==> src/rtl/mem_port_arbiter.sv <==
// mem_port_arbiter
//   Shares the core's single memory port between instruction fetch (if_*) and
//   the load/store unit (lsu_*). Only one transaction is outstanding at a time:
//   address phase (req/gnt), then response phase (rvalid). LSU has fixed
//   priority over fetch. A starvation counter forces fetch to win after
//   STARVE_MAX consecutive LSU grants taken while fetch was waiting.
// Ports:
//   clk, arst_n         clock, asynchronous active-low reset
//   if_req/addr         fetch address phase in; if_gnt/if_rvalid/if_rdata out
//   lsu_req/we/be/addr/wdata  LSU address phase in; lsu_gnt/rvalid/rdata out
//   mem_req/we/be/addr/wdata  memory address phase out; mem_gnt/rvalid/rdata in
module mem_port_arbiter #(
  parameter int unsigned ADDR_W     = 32,
  parameter int unsigned DATA_W     = 32,
  parameter int unsigned STARVE_MAX = 4
) (
  input  logic                clk,
  input  logic                arst_n,
  input  logic                if_req,
  input  logic [ADDR_W-1:0]   if_addr,
  output logic                if_gnt,
  output logic                if_rvalid,
  output logic [DATA_W-1:0]   if_rdata,
  input  logic                lsu_req,
  input  logic                lsu_we,
  input  logic [DATA_W/8-1:0] lsu_be,
  input  logic [ADDR_W-1:0]   lsu_addr,
  input  logic [DATA_W-1:0]   lsu_wdata,
  output logic                lsu_gnt,
  output logic                lsu_rvalid,
  output logic [DATA_W-1:0]   lsu_rdata,
  output logic                mem_req,
  output logic                mem_we,
  output logic [DATA_W/8-1:0] mem_be,
  output logic [ADDR_W-1:0]   mem_addr,
  output logic [DATA_W-1:0]   mem_wdata,
  input  logic                mem_gnt,
  input  logic                mem_rvalid,
  input  logic [DATA_W-1:0]   mem_rdata
);

  localparam int unsigned CNT_W = $clog2(STARVE_MAX + 1);
  localparam logic [CNT_W-1:0] CNT_MAX = CNT_W'(STARVE_MAX);

  typedef enum logic [1:0] {
    IDLE = 2'd0,
    ADDR = 2'd1,
    RESP = 2'd2
  } state_t;

  state_t           state;
  logic             owner_lsu;  // 0 = fetch owns the port, 1 = LSU
  logic [CNT_W-1:0] cnt;

  logic win_lsu;
  logic sel_lsu;
  logic accept;
  logic resp_ok;

  // Fetch wins only when the LSU is idle or fetch has been starved long enough.
  assign win_lsu = lsu_req && !(if_req && (cnt == CNT_MAX));

  // In IDLE the live arbitration result steers the port; afterwards the
  // latched owner does, so a stalled address phase never re-arbitrates.
  assign sel_lsu = (state == IDLE) ? win_lsu : owner_lsu;

  always_comb begin
    mem_req = 1'b0;
    if (arst_n) begin
      unique case (state)
        IDLE:    mem_req = if_req | lsu_req;
        ADDR:    mem_req = 1'b1;
        default: mem_req = 1'b0;
      endcase
    end
  end

  assign mem_we    = sel_lsu ? lsu_we    : 1'b0;
  assign mem_be    = sel_lsu ? lsu_be    : '1;
  assign mem_addr  = sel_lsu ? lsu_addr  : if_addr;
  assign mem_wdata = sel_lsu ? lsu_wdata : '0;

  assign accept  = mem_req && mem_gnt;
  assign if_gnt  = accept && !sel_lsu;
  assign lsu_gnt = accept &&  sel_lsu;

  // Responses are only forwarded while a transaction is actually pending.
  assign resp_ok    = arst_n && (state == RESP) && mem_rvalid;
  assign if_rvalid  = resp_ok && !owner_lsu;
  assign lsu_rvalid = resp_ok &&  owner_lsu;

  assign if_rdata  = mem_rdata;
  assign lsu_rdata = mem_rdata;

  always_ff @(posedge clk or negedge arst_n) begin
    if (!arst_n) begin
      state     <= IDLE;
      owner_lsu <= 1'b0;
    end else begin
      unique case (state)
        IDLE: begin
          if (if_req || lsu_req) begin
            owner_lsu <= win_lsu;
            state     <= mem_gnt ? RESP : ADDR;
          end
        end
        ADDR: if (mem_gnt)    state <= RESP;
        RESP: if (mem_rvalid) state <= IDLE;
        default:              state <= IDLE;
      endcase
    end
  end

  always_ff @(posedge clk or negedge arst_n) begin
    if (!arst_n) begin
      cnt <= '0;
    end else if (accept) begin
      if (sel_lsu && if_req)
        cnt <= (cnt == CNT_MAX) ? CNT_MAX : cnt + CNT_W'(1);
      else
        cnt <= '0;
    end
  end

endmodule

==> config.mk <==
export PLATFORM = sky130hd
export DESIGN_NAME = mem_port_arbiter
export DESIGN_NICKNAME = d
export VERILOG_FILES = /design/src/rtl/mem_port_arbiter.sv
export SDC_FILE = /design/constraint.sdc
export NUM_CORES = 1
export LEC_CHECK = 0
export ABC_AREA = 1
export CELL_PAD_IN_SITES_DETAIL_PLACEMENT = 0
export CELL_PAD_IN_SITES_GLOBAL_PLACEMENT = 1
export CORE_ASPECT_RATIO = 2
export CORE_MARGIN = 2
export CORE_UTILIZATION = 11
export CTS_CLUSTER_DIAMETER = 200
export DETAILED_ROUTE_END_ITERATION = 8
export PLACE_DENSITY = 0.77
export REMOVE_ABC_BUFFERS = 1
export SYNTH_ARGS = -nofsm -noshare
export SYNTH_HDL_FRONTEND = slang
export SYNTH_SLANG_ARGS = --single-unit
==> constraint.sdc <==
create_clock -name clk -period 1.86 [get_ports clk]
set_input_delay 0.186 -clock clk [delete_from_list [all_inputs] [get_ports clk]]
set_output_delay 0.186 -clock clk [all_outputs]
set_load 0.1 [all_outputs]
==> results of run 1 <==
-- worst max-delay path: cells and delay by family, from the launching register on --
family / cells / cell delay (ps)
and+or+nand+nor: 4 / 530
DFF: 1 / 360
buffers and inverters: 4 / 470
adders and majority gates: 1 / 160
-- through the flow --
stage	utilization, %	worst slack, ps	TNS [ps]	hold slack, ps	cell area, µm²
after floorplan	-	-1669	-61810	-109.6	1046
after global placement	27.97	63.12	0	376.8	3971
after detailed placement	27.97	24.90	0	376.8	3971
after CTS	30.65	-44.11	-893.6	376.8	4350
after global routing	31.88	-169.5	-6344	373.0	4526
final	31.88	-100.7	-1315	366.7	4526
-- sequential cells by signal (all words and copies together), names as in the netlist --
name       cells
state          2
owner_lsu      1
cnt            3
-- where the power goes --
part / switching, µW / total (µW) / internal [µW]
registers: 24.2 / 181 / 157
clock network: 69.8 / 345 / 276
logic: 3850 / 5970 / 2120
total: 3940 / 6500 / 2550
-- cells by family (layout without fill, tap and decap cells) --
family,count (synthesis),in the layout,share of synthesized area [%]
and+or+nand+nor,162,162,40.79
buffers and inverters,123,253,45.53
AOI/OAI and AO/OA,6,6,2.055
DFF,6,6,9.486
adders and majority gates,2,2,1.581
xor gates and xnor gates,1,1,0.5535
-- timing repair --
item / in CTS / in global routing
endpoints found under the setup margin: 71 / 71
cloned: 1 / 1
resized for setup: 85 / 35
hold buffers: 0 / 0
pin swaps: 1 / 1
buffers inserted: 2 / 3
-- layout make-up --
type,count,share of cell area [%]
Sequential cell,6,3.318
Inverter,49,4.341
Timing Repair Buffer,201,61.65
Clock buffer,3,1.659
Tap cell,192,5.308
Multi-Input combinational cell,171,23.72
-- worst max path at each step --
stage	to	slack, ps	cells past startpoint
after floorplan	if_rvalid	-1670	3
after global placement	mem_addr[0]	60	9
after detailed placement	mem_addr[29]	20	9
after CTS	mem_addr[29]	-40	10
after global routing	mem_be[0]	-170	9
final	mem_be[0]	-100	9
-- cell usage after synthesis --
| master | number | area [µm²] |
|---|---|---|
| nand2_1 | 110 | 412.9 |
| buf_4 | 64 | 480.5 |
| inv_1 | 47 | 176.4 |
| nor2_1 | 40 | 150.1 |
| buf_2 | 9 | 45.04 |
| dfrtp_1 | 6 | 150.1 |
| o21ai_0 | 4 | 20.02 |
| or2_1 | 4 | 25.02 |
| ha_1 | 2 | 25.02 |
| inv_2 | 2 | 7.510 |
| nor4_1 | 2 | 12.51 |
| a211oi_1 | 1 | 7.510 |
| a21oi_1 | 1 | 5.000 |
| buf_6 | 1 | 11.26 |
| nand2_2 | 1 | 6.260 |
| nand2_4 | 1 | 11.26 |
| nand3_1 | 1 | 5.000 |
| nand3_2 | 1 | 10.01 |
| nand4_1 | 1 | 6.260 |
| nor2_2 | 1 | 6.260 |
| xnor2_1 | 1 | 8.760 |
-- cell usage in the layout, fill, tap and decap left out, types with 2 or more instances in the layout --
cell type,Yosys,final
clkdlybuf4s50_1,0,105
buf_12,0,78
nand2_1,110,72
inv_1,47,44
nand2_2,1,39
nor2_4,0,26
buf_4,64,15
nor2_2,1,9
nor2_1,40,6
dfrtp_1,6,6
inv_2,2,4
or2_4,0,4
o21ai_0,4,4
clkbuf_16,0,4
nand3_4,0,2
nor4_1,2,2
-- routing by layer --
| metal | up-vias | share of wire (%) |
|---|---|---|
| li1 | 1060 | - |
| met1 | 1020 | 36 |
| met2 | 253 | 40 |
| met3 | 8 | 23 |
| met4 | 0 | 1.1 |
| met5 | - | 0 |
==> flow_summary.yaml, run 1 <==
place:
  place_congestion: 0.7316
  dp_cells: 612
  portBuffers: 180
  dp_hpwl_um: 7542
clock_network:
  cts_made_buffers: 3
  clock_sinks: 6
  cts_buffer_depth: 2
  clk_latency_ps: 230
  ctsHtreeMaxLevel: 1
  cts_tree: "yes"
  clock-root-buffer: "clkbuf_16"
  clkTransAtPathRegs_ps: 30
finish:
  register_area_um2: 150.1
  fillers: 1455
  final_cells: 622
  syn_to_final_growth_pct: 185.9
  drive_above_1_share_pct: 43.02
  multiInputGateArea_um2: 1074
  diodes: 0
  nNetsFinal: 573
floorplanning:
  ios: 277
  coreArea_um2: 14200
  die_area_um2: 15420
  start_util_pct: 11.15
  die_x_um: 88.82
  core.rowCount: 62
  die_y_um: 173.6
timing:
  fin_crit_ps: 1961
  setup_viol: 36
  slew_viol_final: 0
  finalClockSkew_ps: 0.9344
  post-route-worst-setup-slack_ps: -100.7
  slew_headroom_pct: 84.27
  rsz0062_at_grt: "yes"
  worstMarginPinSlew_ps: 233.8
  fmax_ghz: 0.5100
  min_period_over_period_pct: 105.4
  hold_viol: 0
pwr:
  peakVddDrop_mv: 0.7745
  power.total_uw: 6498
  pwr_density_cell_nw_per_um2: 1436
  p_leak_uw: 0.002054
global_route:
  busiest_layer: "met2"
  grt_util_met2_pct: 16.01
  grt_pass1_vias: 2271
  grt_pass1_wl_um: 12430
  gr-usage-met1_pct: 11.24
  grt_max_degree: 21
  grt_usage_pct: 10.76
  overflow: 0
  use_met3_pct: 9.048
  antenna_found_initial: 0
synthesis:
  synth_cell_types: 21
  syn_area_per_cell_um2: 5.276
  syn-cell-area_um2: 1583
  ys_ff_latch: 6
  yosysWarnings: 0
  ys_seq_area_share_pct: 9.486
  syn_inst: 300
worst_setup_path:
  end_kind: "output pin"
  slowest_delay_ps: 360
  path_cells: "inv_2 > ha_4 > nand3_4 > nand3_4 > nand2_8 > clkinv_8 > buf_12 > or2_4 > buf_12"
  worst_r2r_endpoint: "cnt[2]"
  worstReg2RegStart: "state[1]"
  path_max_fanout: 20
  r2r_cells: 8
  crit_type: "flop to output pin"
  cp.arrival_ps: 1770
  critPathSlowestCell: "dfrtp_1"
  crit_start: "cnt[1]"
  worstSetupStartpointType: "flop"
  required_ps: 1670
  r2r_slack_ps: 480
route:
  ant_nets: 0
  drt_iter0_drc: 47
  vias: 2341
  totalWireLength_um: 9427
  avgRoutedWirePerCell_um: 15.16
  dr.pass1.iters: 4
  vias_per_cell: 3.764
  route.detailed.drc: 0
status:
  status: "complete, but fails checks"
  violations: "negative setup slack"
run:
  cap_violations: 0
hold_path:
  hp-class: "input pin to async pin"
Power figures use the tool's default switching activity.
==> run 2: changes to the inputs <==
--- a/config.mk
+++ b/config.mk
@@ -8,7 +8,6 @@
 export ABC_AREA = 1
 export CELL_PAD_IN_SITES_DETAIL_PLACEMENT = 0
 export CELL_PAD_IN_SITES_GLOBAL_PLACEMENT = 1
-export CORE_ASPECT_RATIO = 2
 export CORE_MARGIN = 2
 export CORE_UTILIZATION = 11
 export CTS_CLUSTER_DIAMETER = 200
==> flow_summary.yaml, run 2 (synthesis results as in run 1) <==
status:
  status: "complete, but fails checks"
  violations: "negative setup slack"
route:
  wl_met1_um: 3119
  vias: 2239
  drt_iter0_drc: 24
  wl_met3_um: 2166
  totalWireLength_um: 9586
  route.detailed.drc: 0
  dr.pass1.iters: 4
  top_layer: "met5"
  avgRoutedWirePerCell_um: 15.77
  route.met2.wl_um: 4189
  ant_nets: 0
  vias_per_cell: 3.683
timing:
  fmax_ghz: 0.5080
  setup_viol: 49
  tns_ps: -2852
  post-route-worst-setup-slack_ps: -108.4
  rsz0062_at_grt: "yes"
  worstMarginPinSlew_ps: 247.7
  finalClockSkew_ps: 2.010
  holdWs_ps: 294.2
  fin_crit_ps: 1968
  slew_headroom_pct: 83.34
  min_period_over_period_pct: 105.8
  slew_viol_final: 0
  hold_viol: 0
floorplanning:
  die_x_um: 124.0
  ios: 277
  core.rowCount: 43
  start_util_pct: 11.31
  die_area_um2: 15360
  die_y_um: 124.0
  coreArea_um2: 13990
finish:
  drive_above_1_share_pct: 40.42
  top_regs: "cnt (3), state (2), owner_lsu (1)"
  postLayoutCellArea_um2: 4349
  nNetsFinal: 571
  fillers: 1426
  largest_reg_flops: 3
  final_common_cell: "clkdlybuf4s50_1"
  final_cell_mix: "clkdlybuf4s50_1, nand2_1, buf_12"
  regMostFlops: "cnt"
  syn_to_final_growth_pct: 174.8
  post-route-util_pct: 31.09
  diodes: 0
pwr:
  power.total_uw: 6347
  peakVddDrop_mv: 0.9960
  pwr_density_cell_nw_per_um2: 1459
  p_leak_uw: 0.002016
clock_network:
  cts_tree: "yes"
  clock-root-buffer: "clkbuf_16"
  clock_sinks: 6
  cts_made_buffers: 3
  clk_latency_ps: 230
  ctsHtreeMaxLevel: 1
  clkTransAtPathRegs_ps: 40
  postCtsHoldBufs: 0
  cts_buffer_depth: 2
global_route:
  grt_pass1_wl_um: 12790
  grt_max_degree: 21
  grt_usage_pct: 11.53
  grt_pass1_vias: 2197
  overflow: 0
  antenna_found_initial: 0
worst_setup_path:
  required_ps: 1670
  path_max_fanout: 20
  crit_start: "cnt[1]"
  worstSetupStartpointType: "flop"
  r2r_slack_ps: 380
  r2r_cells: 8
  cp.arrival_ps: 1780
  crit_path_end: "mem_be[0]"
  crit_type: "flop to output pin"
  end_kind: "output pin"
  worst_r2r_endpoint: "cnt[2]"
  worstReg2RegStart: "cnt[1]"
run:
  cap_violations: 0
hold_path:
  hp-class: "input pin to async pin"
place:
  place_congestion: 0.7626
  postPlaceCellArea_um2: 3944
  portBuffers: 180
  dp_hpwl_um: 7795
[run 2: cell types whose count changed in the layout (fill, tap and decap cells not counted), sizes merged]
cell,delta
clkbuf,-1
clkinv,-1
dlymetal6s2s,-1
clkdlybuf4s50,+1
inv,+1
buf,-1
[run 2: worst min-delay path by stage]
stage                  start       endpoint  slack (ps)
2_1_floorplan         arst_n         cnt[0]        -110
3_3_place_gp   mem_rdata[22]  lsu_rdata[22]         370
3_5_place_dp   mem_rdata[22]  lsu_rdata[22]         370
4_1_cts               arst_n         cnt[2]         300
5_1_grt               arst_n         cnt[2]         320
6_report              arst_n         cnt[2]         290
[run 2: power breakdown]
| part | internal (µW) | switching, µW | total (µW) |
|---|---|---|---|
| combinational | 2030 | 3780 | 5810 |
| sequential | 156 | 23.8 | 180 |
| clock | 277 | 79.1 | 356 |
[run 2: final cells by class]
class | count | area [µm²] | area share, %
well taps | 180 | 225.2 | 5.178
repair buffers | 199 | 2765 | 63.58
clock buffers | 3 | 75.07 | 1.726
flip-flops and latches | 6 | 150.1 | 3.452
inverters | 49 | 191.4 | 4.402
multi-input cells | 171 | 942.2 | 21.66
[run 2: per-stage QoR]
step / setup WS (ps) / cells
floorplan: -1669 / 226
global placement: 27.63 / 600
detailed placement: 15.16 / 600
CTS: -91.52 / 607
global route: -181.8 / 608
finish: -108.4 / 608
[run 2: routing by layer]
metal | up-vias | global-route usage [%]
met1 | 980 | 11.16
met2 | 192 | 17.82
met3 | 8 | 10.99
li1 | 1057 | -
met4 | 2 | 1.685
met5 | - | 5.208
[run 2: critical path, cell delays in order (launching register included)]
cell,delay (ps)
dfrtp_1,350
inv_1,60
ha_2,180
nand3_2,70
nand3_2,90
nand2_4,130
inv_8,70
buf_16,170
or2_4,250
buf_12,170
[run 2: timing repair]
item / CTS / global route
resized for setup: 75 / 14
pin swaps: 2 / 0
gates cloned: 2 / 0
endpoints found under the hold margin: 0 / 0
setup buffers: 2 / 1
endpoints found under the setup margin: 71 / 71
==> run 3: changes to the inputs <==
--- a/config.mk
+++ b/config.mk
@@ -8,10 +8,11 @@
 export ABC_AREA = 1
 export CELL_PAD_IN_SITES_DETAIL_PLACEMENT = 0
 export CELL_PAD_IN_SITES_GLOBAL_PLACEMENT = 1
-export CORE_MARGIN = 2
+export CORE_MARGIN = 4
 export CORE_UTILIZATION = 11
 export CTS_CLUSTER_DIAMETER = 200
 export DETAILED_ROUTE_END_ITERATION = 8
+export HOLD_SLACK_MARGIN = 0.1
 export PLACE_DENSITY = 0.77
 export REMOVE_ABC_BUFFERS = 1
 export SYNTH_ARGS = -nofsm -noshare
==> constraint.sdc (replaced) <==
create_clock -name clk -period 1.86 [get_ports clk]
set_input_delay 0.372 -clock clk [delete_from_list [all_inputs] [get_ports clk]]
set_output_delay 0.372 -clock clk [all_outputs]
set_load 0.1 [all_outputs]
==> flow_summary.yaml, run 3 (synthesis results as in run 1) <==
place:
  dp_hpwl_um: 8971
  postPlaceCellArea_um2: 3996
  place_ws_ps: -416.3
  place_congestion: 0.8466
  portBuffers: 180
  dp_cells: 607
route:
  wl_met3_um: 1993
  avgRoutedWirePerCell_um: 18.63
  vias: 2354
  dr.pass1.iters: 4
  drt_iter0_drc: 51
  vias_per_cell: 3.778
  route.met2.wl_um: 4958
  wl_met1_um: 4491
  ant_nets: 0
  totalWireLength_um: 11610
  top_layer: "met5"
  route.detailed.drc: 0
finish:
  final_cells: 623
  post-route-util_pct: 33.77
  postLayoutCellArea_um2: 4723
  regMostFlops: "cnt"
  final_common_cell: "clkdlybuf4s50_1"
  nNetsFinal: 586
  largest_reg_flops: 3
  syn_to_final_growth_pct: 198.4
  final_cell_mix: "clkdlybuf4s50_1, buf_12, nand2_1"
  diodes: 0
  fillers: 1403
  drive_above_1_share_pct: 43.79
  top_regs: "cnt (3), state (2), owner_lsu (1)"
floorplanning:
  coreArea_um2: 13990
  core.rowCount: 43
  die_y_um: 128.0
  ios: 277
  die_x_um: 128.0
  start_util_pct: 11.31
  die_area_um2: 16370
worst_setup_path:
  required_ps: 1490
  end_kind: "output pin"
  crit_type: "flop to output pin"
  worstSetupStartpointType: "flop"
  cp.arrival_ps: 1790
  path_max_fanout: 6
timing:
  min_period_over_period_pct: 116.5
  post-route-worst-setup-slack_ps: -306.6
  tns_ps: -16360
  fin_crit_ps: 2167
  finalClockSkew_ps: 1.717
  slew_viol_final: 0
  slew_headroom_pct: 81.13
  worstMarginPinSlew_ps: 283.1
  setup_viol: 71
  hold_viol: 0
  rsz0062_at_grt: "yes"
  fmax_ghz: 0.4615
status:
  status: "complete, but fails checks"
  violations: "negative setup slack"
clock_network:
  cts_buffer_depth: 2
  clk_latency_ps: 230
  ctsHtreeMaxLevel: 1
  clock-root-buffer: "clkbuf_16"
  cts_made_buffers: 3
  clock_sinks: 6
  clkTransAtPathRegs_ps: 30
  cts_tree: "yes"
  postCtsHoldBufs: 0
pwr:
  p_leak_uw: 0.002170
  pwr_density_cell_nw_per_um2: 1454
  peakVddDrop_mv: 0.6706
hold_path:
  hp-class: "input pin to async pin"
global_route:
  antenna_found_initial: 0
  grt_pass1_wl_um: 15450
  grt_usage_pct: 12.71
  grt_max_degree: 21
  grt_pass1_vias: 2469
  overflow: 0
run:
  cap_violations: 0
==> run 3: changes by cell type in the layout (fill, tap and decap cells not counted), sizes merged <==
cell and change:
buf +12, clkdlybuf4s50 -4, clkbuf +3, dlygate4sd2 +3, dlymetal6s2s +1
==> run 3: final timing paths <==
path	startpoint	end	slack, ps	cells after the start
max reg2reg	cnt[1]	owner_lsu	300	10
max in group asynchronous	arst_n	state[0]	1470	3
min in group clk	mem_rvalid	state[1]	510	4
min	arst_n	cnt[1]	210	2
min reg2reg	state[1]	state[0]	580	2
max	cnt[1]	mem_wdata[15]	-310	10
==> run 3: final cells by class <==
class | count | area [µm²] | share of cell area, %
multi-input cells | 171 | 1066 | 22.57
repair buffers | 214 | 3015 | 63.84
well taps | 180 | 225.2 | 4.768
flip-flops and latches | 6 | 150.1 | 3.179
inverters | 49 | 191.4 | 4.053
clock buffers | 3 | 75.07 | 1.589
==> run 3: timing repair <==
action | in CTS | in global routing
pin swaps | 6 | 3
gates cloned | 5 | 3
endpoints found under the setup margin | 74 | 73
buffers inserted | 5 | 0
resized for setup | 121 | 7
==> run 3: per-stage QoR <==
stage	power, µW	hold slack (ps)
2_1_floorplan	3399	76.41
3_3_place_gp	5647	562.2
5_1_grt	7101	246.7
6_report	6869	207.5
4_1_cts	6797	205.5
3_5_place_dp	5687	578.4
==> run 3: critical path: stages (launching register included) <==
cell and delay, ps:
dfrtp_1 330, inv_1 50, ha_2 190, nand3_2 80
nand3_2 90, nand2_4 120, inv_8 60, buf_6 150
buf_16 150, nor2_4 160, buf_12 190
==> run 3: report_power, final <==
part           total (µW)  switching, µW  internal [µW]
Clock                 351           75.1            276
Combinational        6340           3980           2370
Sequential            176           19.4            156
==> run 3: metal layers <==
| metal | vias to the layer above | track usage, % |
|---|---|---|
| met2 | 207 | 18.39 |
| met1 | 1046 | 14.97 |
| met5 | - | 3.715 |
| met4 | 2 | 1.935 |
| met3 | 12 | 9.667 |
| li1 | 1087 | - |
